$ cat src/rtl/alu_pkg.sv
// Shared definitions for the ALU command issuer: ALU opcodes, FSM state
// encodings and the carry-in rule for subtract-style operations.
package alu_pkg;

  // ALUOp encodings understood by the registered ALU
  localparam logic [2:0] OP_MOV  = 3'b000;
  localparam logic [2:0] OP_NOT  = 3'b001;
  localparam logic [2:0] OP_ADD  = 3'b010;
  localparam logic [2:0] OP_NOR  = 3'b011;
  localparam logic [2:0] OP_SUB  = 3'b100;
  localparam logic [2:0] OP_NAND = 3'b101;
  localparam logic [2:0] OP_SLT  = 3'b110;
  localparam logic [2:0] OP_AND  = 3'b111;

  // Issuer sequence: one command walks IDLE -> ISSUE -> CAPTURE -> WB -> IDLE
  typedef enum logic [1:0] {
    ST_IDLE    = 2'd0,
    ST_ISSUE   = 2'd1,
    ST_CAPTURE = 2'd2,
    ST_WB      = 2'd3
  } state_t;

  // SUB and SLT are computed by the ALU as R2 + ~R3 + 1, so they need c_in set
  function automatic logic op_carry_in(input logic [2:0] op);
    return (op == OP_SUB) || (op == OP_SLT);
  endfunction

endpackage

$ cat src/rtl/alu_regfile.sv
// Operand register file for the ALU command issuer.
// One synchronous write port (shared by direct loads and write-back),
// two asynchronous read ports, whole array cleared by synchronous reset.
module alu_regfile
  import alu_pkg::*;
#(
  parameter int N    = 32,
  parameter int REGS = 8,
  parameter int AW   = 3
) (
  input  logic          clk,
  input  logic          rst,
  input  logic          we,
  input  logic [AW-1:0] waddr,
  input  logic [N-1:0]  wdata,
  input  logic [AW-1:0] raddr_a,
  output logic [N-1:0]  rdata_a,
  input  logic [AW-1:0] raddr_b,
  output logic [N-1:0]  rdata_b
);

  logic [N-1:0] regs_reg [REGS];

  // Single write port; reset clears every entry so a fresh run reads zeros
  always_ff @(posedge clk) begin
    if (rst) begin
      for (int i = 0; i < REGS; i++) begin
        regs_reg[i] <= '0;
      end
    end else if (we) begin
      regs_reg[waddr] <= wdata;
    end
  end

  // Asynchronous reads: the issuer samples operands in the accepting cycle
  always_comb begin
    rdata_a = regs_reg[raddr_a];
    rdata_b = regs_reg[raddr_b];
  end

endmodule

$ cat src/rtl/alu_cmd_issuer.sv
// Command-side master for a 1-cycle registered ALU.
// Accepts one command per handshake, fetches operands from the internal
// register file, drives the ALU, and writes the captured result back.
// A command accepted at edge k produces a done pulse visible after edge k+3;
// the next command can be accepted at edge k+4.
module alu_cmd_issuer
  import alu_pkg::*;
#(
  parameter int N    = 32,
  parameter int REGS = 8,
  parameter int AW   = 3
) (
  input  logic          clk,
  input  logic          rst,
  // command channel
  input  logic          cmd_valid,
  output logic          cmd_ready,
  input  logic [2:0]    cmd_op,
  input  logic [AW-1:0] cmd_rd,
  input  logic [AW-1:0] cmd_rs,
  input  logic [AW-1:0] cmd_rt,
  // direct register load (only honoured while idle)
  input  logic          ld_valid,
  input  logic [AW-1:0] ld_addr,
  input  logic [N-1:0]  ld_data,
  // ALU drive / capture
  output logic [N-1:0]  alu_R2,
  output logic [N-1:0]  alu_R3,
  output logic [2:0]    alu_ALUOp,
  output logic          alu_c_in,
  input  logic [N-1:0]  alu_R1,
  input  logic          alu_c_out,
  // completion report
  output logic          done,
  output logic [AW-1:0] done_rd,
  output logic [N-1:0]  done_result,
  output logic          done_carry,
  output logic          carry_flag
);

  state_t        state_reg;
  logic [AW-1:0] rd_reg;

  logic [N-1:0]  alu_r2_reg;
  logic [N-1:0]  alu_r3_reg;
  logic [2:0]    alu_op_reg;
  logic          alu_c_in_reg;

  logic          done_reg;
  logic [AW-1:0] done_rd_reg;
  logic [N-1:0]  done_result_reg;
  logic          done_carry_reg;
  logic          carry_flag_reg;

  logic [N-1:0]  rf_rdata_a;
  logic [N-1:0]  rf_rdata_b;
  logic [N-1:0]  operand_a;
  logic [N-1:0]  operand_b;

  logic          rf_we;
  logic [AW-1:0] rf_waddr;
  logic [N-1:0]  rf_wdata;

  logic          cmd_accept;

  assign cmd_ready  = (state_reg == ST_IDLE);
  assign cmd_accept = cmd_valid && cmd_ready;

  // Write port arbitration: write-back owns the port in WB, loads only in IDLE
  always_comb begin
    rf_we    = 1'b0;
    rf_waddr = ld_addr;
    rf_wdata = ld_data;
    if (state_reg == ST_WB) begin
      rf_we    = 1'b1;
      rf_waddr = rd_reg;
      rf_wdata = alu_R1;
    end else if ((state_reg == ST_IDLE) && ld_valid) begin
      rf_we    = 1'b1;
    end
  end

  alu_regfile #(
    .N    (N),
    .REGS (REGS),
    .AW   (AW)
  ) u_regfile (
    .clk     (clk),
    .rst     (rst),
    .we      (rf_we),
    .waddr   (rf_waddr),
    .wdata   (rf_wdata),
    .raddr_a (cmd_rs),
    .rdata_a (rf_rdata_a),
    .raddr_b (cmd_rt),
    .rdata_b (rf_rdata_b)
  );

  // Operand fetch with load bypass: a load landing in the accepting cycle is
  // forwarded, so the command sees the freshly loaded value (load-then-read)
  always_comb begin
    operand_a = rf_rdata_a;
    operand_b = rf_rdata_b;
    if (ld_valid && (ld_addr == cmd_rs)) begin
      operand_a = ld_data;
    end
    if (ld_valid && (ld_addr == cmd_rt)) begin
      operand_b = ld_data;
    end
  end

  // Issuer FSM with registered ALU drive and completion outputs.
  // ALU inputs are loaded on acceptance so they are valid throughout ISSUE
  // and held unchanged through CAPTURE and WB.
  always_ff @(posedge clk) begin
    if (rst) begin
      state_reg       <= ST_IDLE;
      rd_reg          <= '0;
      alu_r2_reg      <= '0;
      alu_r3_reg      <= '0;
      alu_op_reg      <= '0;
      alu_c_in_reg    <= 1'b0;
      done_reg        <= 1'b0;
      done_rd_reg     <= '0;
      done_result_reg <= '0;
      done_carry_reg  <= 1'b0;
      carry_flag_reg  <= 1'b0;
    end else begin
      done_reg <= 1'b0;
      case (state_reg)
        ST_IDLE: begin
          if (cmd_accept) begin
            state_reg    <= ST_ISSUE;
            rd_reg       <= cmd_rd;
            alu_r2_reg   <= operand_a;
            alu_r3_reg   <= operand_b;
            alu_op_reg   <= cmd_op;
            alu_c_in_reg <= op_carry_in(cmd_op);
          end
        end
        ST_ISSUE: begin
          state_reg <= ST_CAPTURE;
        end
        ST_CAPTURE: begin
          state_reg <= ST_WB;
        end
        ST_WB: begin
          // alu_R1/alu_c_out are stable here; the register write happens on
          // the same edge through the write port above
          state_reg       <= ST_IDLE;
          done_reg        <= 1'b1;
          done_rd_reg     <= rd_reg;
          done_result_reg <= alu_R1;
          done_carry_reg  <= alu_c_out;
          carry_flag_reg  <= alu_c_out;
        end
        default: begin
          state_reg <= ST_IDLE;
        end
      endcase
    end
  end

  assign alu_R2      = alu_r2_reg;
  assign alu_R3      = alu_r3_reg;
  assign alu_ALUOp   = alu_op_reg;
  assign alu_c_in    = alu_c_in_reg;
  assign done        = done_reg;
  assign done_rd     = done_rd_reg;
  assign done_result = done_result_reg;
  assign done_carry  = done_carry_reg;
  assign carry_flag  = carry_flag_reg;

endmodule
$ cat config.mk
export PLATFORM = sky130hd
export DESIGN_NAME = alu_cmd_issuer
export DESIGN_NICKNAME = d
export VERILOG_FILES = /design/src/rtl/alu_pkg.sv /design/src/rtl/alu_regfile.sv /design/src/rtl/alu_cmd_issuer.sv
export SDC_FILE = /design/constraint.sdc
export NUM_CORES = 1
export LEC_CHECK = 0
export CAP_MARGIN = 25
export CORE_UTILIZATION = 40
export DETAILED_ROUTE_END_ITERATION = 10
export GPL_TIMING_DRIVEN = 1
export MAX_ROUTING_LAYER = met4
export PLACE_DENSITY = 0.56
export SYNTH_ARGS = -nofsm -noshare
export SYNTH_HDL_FRONTEND = slang
export SYNTH_SLANG_ARGS = --single-unit
$ cat constraint.sdc
create_clock -name clk -period 3.6 [get_ports clk]
set_input_delay 0.54 -clock clk [delete_from_list [all_inputs] [get_ports clk]]
set_output_delay 0.54 -clock clk [all_outputs]
set_load 0.02 [all_outputs]
==> results of run 1 <==
kinds of logic (layout without fill, tap and decap cells):
group / Yosys count / count (layout) / synth area share [%]
fa+ha+maj: 4 / 4 / 0.288
compound gates: 155 / 155 / 7.28
buf+inv: 115 / 346 / 2.82
xor+xnor: 6 / 6 / 0.303
other cells: 0 / 1 / 0
simple gates: 448 / 448 / 10.8
flops: 366 / 366 / 57.0
mux: 245 / 245 / 21.5
power by group through the flow:
stage	clock network, mW	registers (mW)	logic [mW]
floorplan	0	5.39	1.28
global placement	0	5.24	2.61
detailed placement	0	5.24	2.63
CTS	4.39	5.16	2.63
global route	4.56	5.20	2.80
finish	4.32	5.16	2.63
metrics by stage:
stage | setup slack, ns | hold WS [ns] | area (µm²)
3_5_place_dp | 0.596 | 0.452 | 20200
2_1_floorplan | 0.824 | 0.459 | 17400
6_report | 0.736 | 0.459 | 21600
4_1_cts | 0.721 | 0.442 | 21600
3_3_place_gp | 0.710 | 0.441 | 20200
5_1_grt | 0.599 | 0.462 | 21600
synth_stat cells (22+ instances only):
cell and instances:
nor2_1 300, edfxtp_1 256, mux2i_1 114, dfxtp_1 110
mux4_2 98, clkbuf_1 80, nand2_1 70, nor2b_1 38
a211oi_1 31, mux2_2 30, o221ai_1 30, buf_2 22
cell type report:
type	count	share of cell area (%)
diodes	1	0.0116
clock buffers	69	6.13
clock inverters	10	0.335
flip-flops and latches	366	45.7
repair buffers	264	11.9
inverters	3	0.0520
well taps	577	3.34
multi-input cells	858	32.5
layer usage:
| metal | track usage (%) | vias to the layer above | share of wire (%) |
|---|---|---|---|
| li1 | - | 5475 | - |
| met1 | 35.3 | 6329 | 44 |
| met2 | 38.6 | 568 | 46 |
| met3 | 4.72 | 90 | 7.7 |
| met4 | 6.62 | 0 | 2.2 |
| met5 | - | - | 0 |
final timing paths:
path / endpoint / slack [ns]
worst max-delay path: alu_R3[8]$_SDFFE_PP0P_ / 0.74
worst min-delay path: done_result[21]$_SDFFE_PP0P_ / 0.46
worst max register to register: alu_R3[8]$_SDFFE_PP0P_ / 0.74
worst min register to register: alu_ALUOp[1]$_SDFFE_PP0P_ / 0.46
critical path, stage by stage, from the launching register on:
cell      delay (ns)
dfxtp_1         0.41
ha_4            0.49
mux2i_4         0.42
xnor2_1         0.18
or4_4           0.81
o311ai_0        0.42
==> qor.csv, run 1 <==
stage,metric,value,unit
pwr,Pwr Density,559,nW/µm²
job,Max-Cap Viols,0,
logic_synthesis,"area leader, netlist",edfxtp_1,
critical_path,"critical path fanouts, max",31,
pwr,Total Power,12.1,mW
clock_network,clk sinks,366,
logic_synthesis,Synth warnings,0,
final_layout,"commonest cells after routing, fill and taps aside","nor2_1, edfxtp_1, clkdlybuf4s50_1, mux2i_1, dfxtp_1",
pwr,VDD IR max,292,µV
routing,DRT antenna net count,0,
placement,Placer Congestion,0.842,
timing,Slew Limit Headroom,26.5,%
critical_path,Crit. Startpoint,state_reg[1]$_SDFFE_PP0P_,
timing,RSZ-0062 raised after global routing,no,
clock_network,TritonCTS clock tree,yes,
floorplan,top-level I/O count,191,
logic_synthesis,Syn Area/Cell,13.0,µm²
final_layout,max reg flops,256,
clock_network,Inserted Clock Buffers,43,
clock_network,PostCTS Resize Cnt,0,
pwr,clock power share,35.7,%
final_layout,Post-Layout Cell Count,2148,
logic_synthesis,Most used DFF post-synth,edfxtp_1,
placement,Detailed Place HPWL,31400,µm
logic_synthesis,Yosys reg bits,366,
pwr,Switching Fraction,28.8,%
floorplan,Die Y,210,µm
final_layout,FILL cells,3750,
run_status,status,"finished, final reports clean",
routing,drt pass-1 iters,5,
logic_synthesis,mapped cell area,17400,µm²
clock_network,"Hold-fix buffers, CTS",0,
final_layout,"commonest non-fill, non-tap cell in the layout",nor2_1,
floorplan,row count,75,
pwr,Cell Int Power,8.62,mW
floorplan,die width,210,µm
timing,minimum clock period,2.86,ns
critical_path,FF-to-FF path depth,5,
clock_network,Root Driver,clkbuf_16,
routing,post-detailed-route wirelength per cell,25.2,µm
logic_synthesis,Mapped Cells,1339,
critical_path,Crit. End Element,flip-flop,
hold_path,worst min-delay path category,input pin to flip-flop,
grt,initial antenna violation count,2,
grt,Tot GR Track Use,25.5,%
clock_network,Post-CTS Setup Inserts,0,
floorplan,Initial Util,40.9,%
final_layout,P&R area growth vs syn,24.7,%
clock_network,Clock transition at path regs,0.06,ns
hold_path,hold path start,rst,
logic_synthesis,Post-synth EDFFs,256,
timing,final hold vios,0,
critical_path,CP Class,flip-flop to flip-flop,
timing,Final Skew,0.0148,ns
floorplan,Die Footprint,44200,µm²
timing,Worst-Margin Slew,1.10,ns
placement,total placed cells including tap cells,2066,
logic_synthesis,post-synthesis cell type count,43,
logic_synthesis,"FFs w/ async S/R, synth",0,%
logic_synthesis,Post-Synthesis Net Count,1427,
grt,largest net degree at the start of global routing,47,
clock_network,H-tree levels,2,
pwr,sequential power share,42.6,%
pwr,logic gate share of total power,21.7,%
final_layout,fraction of layout cells with a size suffix above 1,18.8,%
routing,initial detailed-routing violation count,990,
placement,I/O Buffers,190,
clock_network,Max clock buf depth,3,
critical_path,FF-to-FF Start,state_reg[1]$_SDFFE_PP0P_,
logic_synthesis,top post-synthesis cells by area,"edfxtp_1, mux4_2, dfxtp_1",
critical_path,crit path DAT,3.30,ns
floorplan,CORE AREA,42400,µm²
logic_synthesis,sequential share of the synthesized area,57.0,%
critical_path,CP Launch Type,flip-flop,
routing,drt drc,0,
timing,period utilization,79.5,%
final_layout,fin nets,1624,
timing,Slew Limit Fails,0,
hold_path,Hold Crit Depth,2,
final_layout,Final Core Density,51.0,%
critical_path,critical path required time,4.03,ns
timing,fmax,349,MHz
pwr,P_sw,3.48,mW
grt,number of global-route vias before repair,12900,
timing,Setup TNS Final,0,ns
grt,first-pass GRT wire length,80900,µm
routing,final WL,54100,µm
logic_synthesis,top cell type's share of synthesized area,44.3,%
pwr,Pleak,7.54,nW
grt,gr ovfl total,0,
routing,number of vias per cell,5.80,
final_layout,Multi-input gate area,7040,µm²
clock_network,Worst-Skew Late Latency,0.56,ns
routing,via count,12500,
final_layout,Reg area,9890,µm²
timing,setup violators final,0,
Note: power is estimated with default switching activity, not from simulation.
==> run 2, diff against run 1 <==
==> constraint.sdc (replaced) <==
create_clock -name clk -period 2.7 [get_ports clk]
set_input_delay 0.405 -clock clk [delete_from_list [all_inputs] [get_ports clk]]
set_output_delay 0.405 -clock clk [all_outputs]
set_load 0.02 [all_outputs]
==> run 2 against run 1 <==
Against the previous run:
- first-iteration DRC count rose by 8.4%
- wire length up 1.7%
- register-to-register slack worse by 0.56 ns
- final cell count up 1.1%
- clock skew rose by 0.0053 ns
- non-clock buffer count increased by 24
- via count grew 0.53%
- setup slack got worse by 0.56 ns
- combinational power grew 37%
==> qor.csv, run 2 (synthesis gave the netlist of run 1 again) <==
stage,metric,value,unit,change
run_status,status,"finished, final reports clean",,
clock_network,Max clock buf depth,3,,unchanged
pwr,Pwr Density,745,nW/µm²,+33%
final_layout,P&R area growth vs syn,26.4,%,
routing,initial detailed-routing violation count,1073,,+8.4%
clock_network,clk sinks,366,,unchanged
clock_network,TritonCTS clock tree,yes,,
grt,number of global-route vias before repair,12900,,-0.24%
critical_path,highest cell delay on the worst timing path,0.64,ns,-0.17 ns
hold_path,hold path start,cmd_op[1],,
grt,Tot GR Track Use,26.1,%,+0.65 points
placement,Detailed Place HPWL,33200,µm,+5.6%
critical_path,cell depth of the worst setup path,7,,+2
hold_path,worst min-delay path category,input pin to flip-flop,,
placement,Placer Congestion,0.838,,-0.44%
floorplan,top-level I/O count,191,,unchanged
clock_network,Worst-Skew Late Latency,0.57,ns,about the same
timing,minimum clock period,2.52,ns,-0.339 ns
critical_path,FF-to-FF Start,state_reg[1]$_SDFFE_PP0P_,,
critical_path,critical path cell sequence,ha_4 -> mux2i_2 -> xnor2_1 -> nor4_4 -> buf_12 -> a2111oi_0 -> a311oi_1,,
clock_network,Root Driver,clkbuf_16,,
timing,Hold Slack,0.392,ns,-0.0667 ns
critical_path,crit-path leading delay family,compound AO/OA/AOI/OAI gates,,
job,Max-Cap Viols,0,,unchanged
clock_network,Post-CTS Setup Inserts,0,,unchanged
clock_network,H-tree levels,2,,unchanged
critical_path,CP Class,flip-flop to flip-flop,,
final_layout,"commonest non-fill, non-tap cell in the layout",nor2_1,,
timing,Slew Limit Fails,0,,unchanged
pwr,Cell Int Power,11.7,mW,+35%
critical_path,Crit. Startpoint,state_reg[1]$_SDFFE_PP0P_,,
floorplan,Initial Util,40.9,%,unchanged
timing,Slew Limit Headroom,40.1,%,+14 points
routing,via count,12500,,+0.53%
clock_network,Clock transition at path regs,0.06,ns,about the same
final_layout,FILL cells,3779,,+0.77%
final_layout,max reg flops,256,,unchanged
final_layout,Post-Layout Cell Count,2171,,+1.1%
timing,Setup TNS Final,0,ns,unchanged
floorplan,Die Y,210,µm,unchanged
floorplan,row count,75,,unchanged
critical_path,Buf/Inv on CP,1,,+1
routing,DRT antenna net count,0,,unchanged
timing,Final Skew,0.0201,ns,+0.00526 ns
pwr,P_sw,4.70,mW,+35%
grt,largest net degree at the start of global routing,45,,-4.3%
pwr,Switching Fraction,28.7,%,-0.031 points
clock_network,"Hold-fix buffers, CTS",0,,unchanged
critical_path,FF-to-FF path depth,7,,+2
timing,Worst-Margin Slew,0.899,ns,-0.203 ns
placement,I/O Buffers,190,,unchanged
critical_path,CP Launch Type,flip-flop,,
grt,initial antenna violation count,0,,-2
pwr,sequential power share,42.1,%,-0.5 points
critical_path,critical path required time,3.11,ns,-0.92 ns
floorplan,Die Footprint,44200,µm²,unchanged
routing,drt pass-1 iters,7,,+2
timing,period utilization,93.5,%,+14 points
timing,final hold vios,0,,unchanged
timing,setup violators final,0,,unchanged
grt,gr ovfl total,0,,unchanged
critical_path,Crit. End Element,flip-flop,,
critical_path,crit path DAT,2.94,ns,-0.36 ns
pwr,VDD IR max,441,µV,+51%
final_layout,Reg area,9890,µm²,unchanged
hold_path,Hold Crit Depth,3,,+1
timing,RSZ-0062 raised after global routing,no,,
floorplan,CORE AREA,42400,µm²,unchanged
pwr,clock power share,35.9,%,+0.2 points
final_layout,Multi-input gate area,7040,µm²,unchanged
routing,number of vias per cell,5.77,,-0.54%
pwr,Pleak,7.70,nW,+2.1%
routing,final WL,55000,µm,+1.7%
placement,total placed cells including tap cells,2092,,+1.3%
floorplan,die width,210,µm,unchanged
clock_network,Inserted Clock Buffers,42,,-2.3%
critical_path,Crit-path slowest cell,a2111oi_0,,
timing,fmax,396,MHz,+13%
final_layout,fin nets,1647,,+1.4%
pwr,logic gate share of total power,22.0,%,+0.3 points
routing,drt drc,0,,unchanged
final_layout,"commonest cells after routing, fill and taps aside","nor2_1, edfxtp_1, clkdlybuf4s50_1, mux2i_1, dfxtp_1",,
final_layout,fraction of layout cells with a size suffix above 1,20.0,%,+1.2 points
critical_path,"critical path fanouts, max",33,,+6.5%
routing,post-detailed-route wirelength per cell,25.3,µm,+0.67%
clock_network,PostCTS Resize Cnt,0,,unchanged
grt,first-pass GRT wire length,82000,µm,+1.3%
-- run 2: cell types whose count changed in the layout (fill, tap and decap cells not counted), sizes merged --
cell | before | now
buf | 80 | 104
bufinv | 1 | 4
clkbuf | 69 | 59
clkinv | 9 | 13
clkinvlp | 0 | 1
inv | 3 | 4
-- run 2: cell type report --
type	instances	area share (%)
well taps	577	3.29
flip-flops and latches	366	45.1
clock inverters	19	0.884
diodes	1	0.0114
repair buffers	288	13.1
clock buffers	59	5.60
multi-input cells	858	32.1
inverters	3	0.0513
-- run 2: power by group through the flow --
| stage | Combinational (mW) | Clock (mW) | Sequential (mW) |
|---|---|---|---|
| final | 3.59 | 5.88 | 6.89 |
| after detailed placement | 3.59 | 0 | 7.00 |
| after global placement | 3.56 | 0 | 6.99 |
| after CTS | 3.61 | 5.99 | 6.89 |
| after floorplan | 1.71 | 0 | 7.19 |
| after global routing | 3.82 | 6.18 | 6.95 |
-- run 2: layer usage --
layer | track usage, % | wire [µm]
met5 | - | 0
met4 | 7.70 | 1270
met2 | 40.7 | 26000
met3 | 3.75 | 4130
met1 | 35.7 | 23600
-- run 2: stage by stage --
| stage | power [mW] | utilization, % | cell area, µm² | setup slack [ns] |
|---|---|---|---|---|
| 2_1_floorplan | 8.90 | - | 17400 | 0.00635 |
| 3_3_place_gp | 10.5 | 48.4 | 20500 | 0.120 |
| 3_5_place_dp | 10.6 | 48.4 | 20500 | 0.0796 |
| 4_1_cts | 16.5 | 51.7 | 21900 | 0.154 |
| 5_1_grt | 16.9 | 51.7 | 21900 | 0.0237 |
| 6_report | 16.4 | 51.7 | 21900 | 0.176 |
-- run 2: worst register-to-register path: stages, from the launching register on --
cell and delay [ns]:
dfxtp_1 0.40, ha_4 0.30, mux2i_2 0.43, xnor2_1 0.24, nor4_4 0.07, buf_12 0.19
a2111oi_0 0.65, a311oi_1 0.10
-- run 2: path summary, 6_finish.rpt --
check,endpoint,slack (ns)
worst max register to register,alu_R3[7]$_SDFFE_PP0P_,0.18
worst max-delay path,alu_R3[7]$_SDFFE_PP0P_,0.18
worst min register to register,alu_c_in$_SDFFE_PP0P_,0.46
worst min-delay path,alu_ALUOp[1]$_SDFFE_PP0P_,0.39
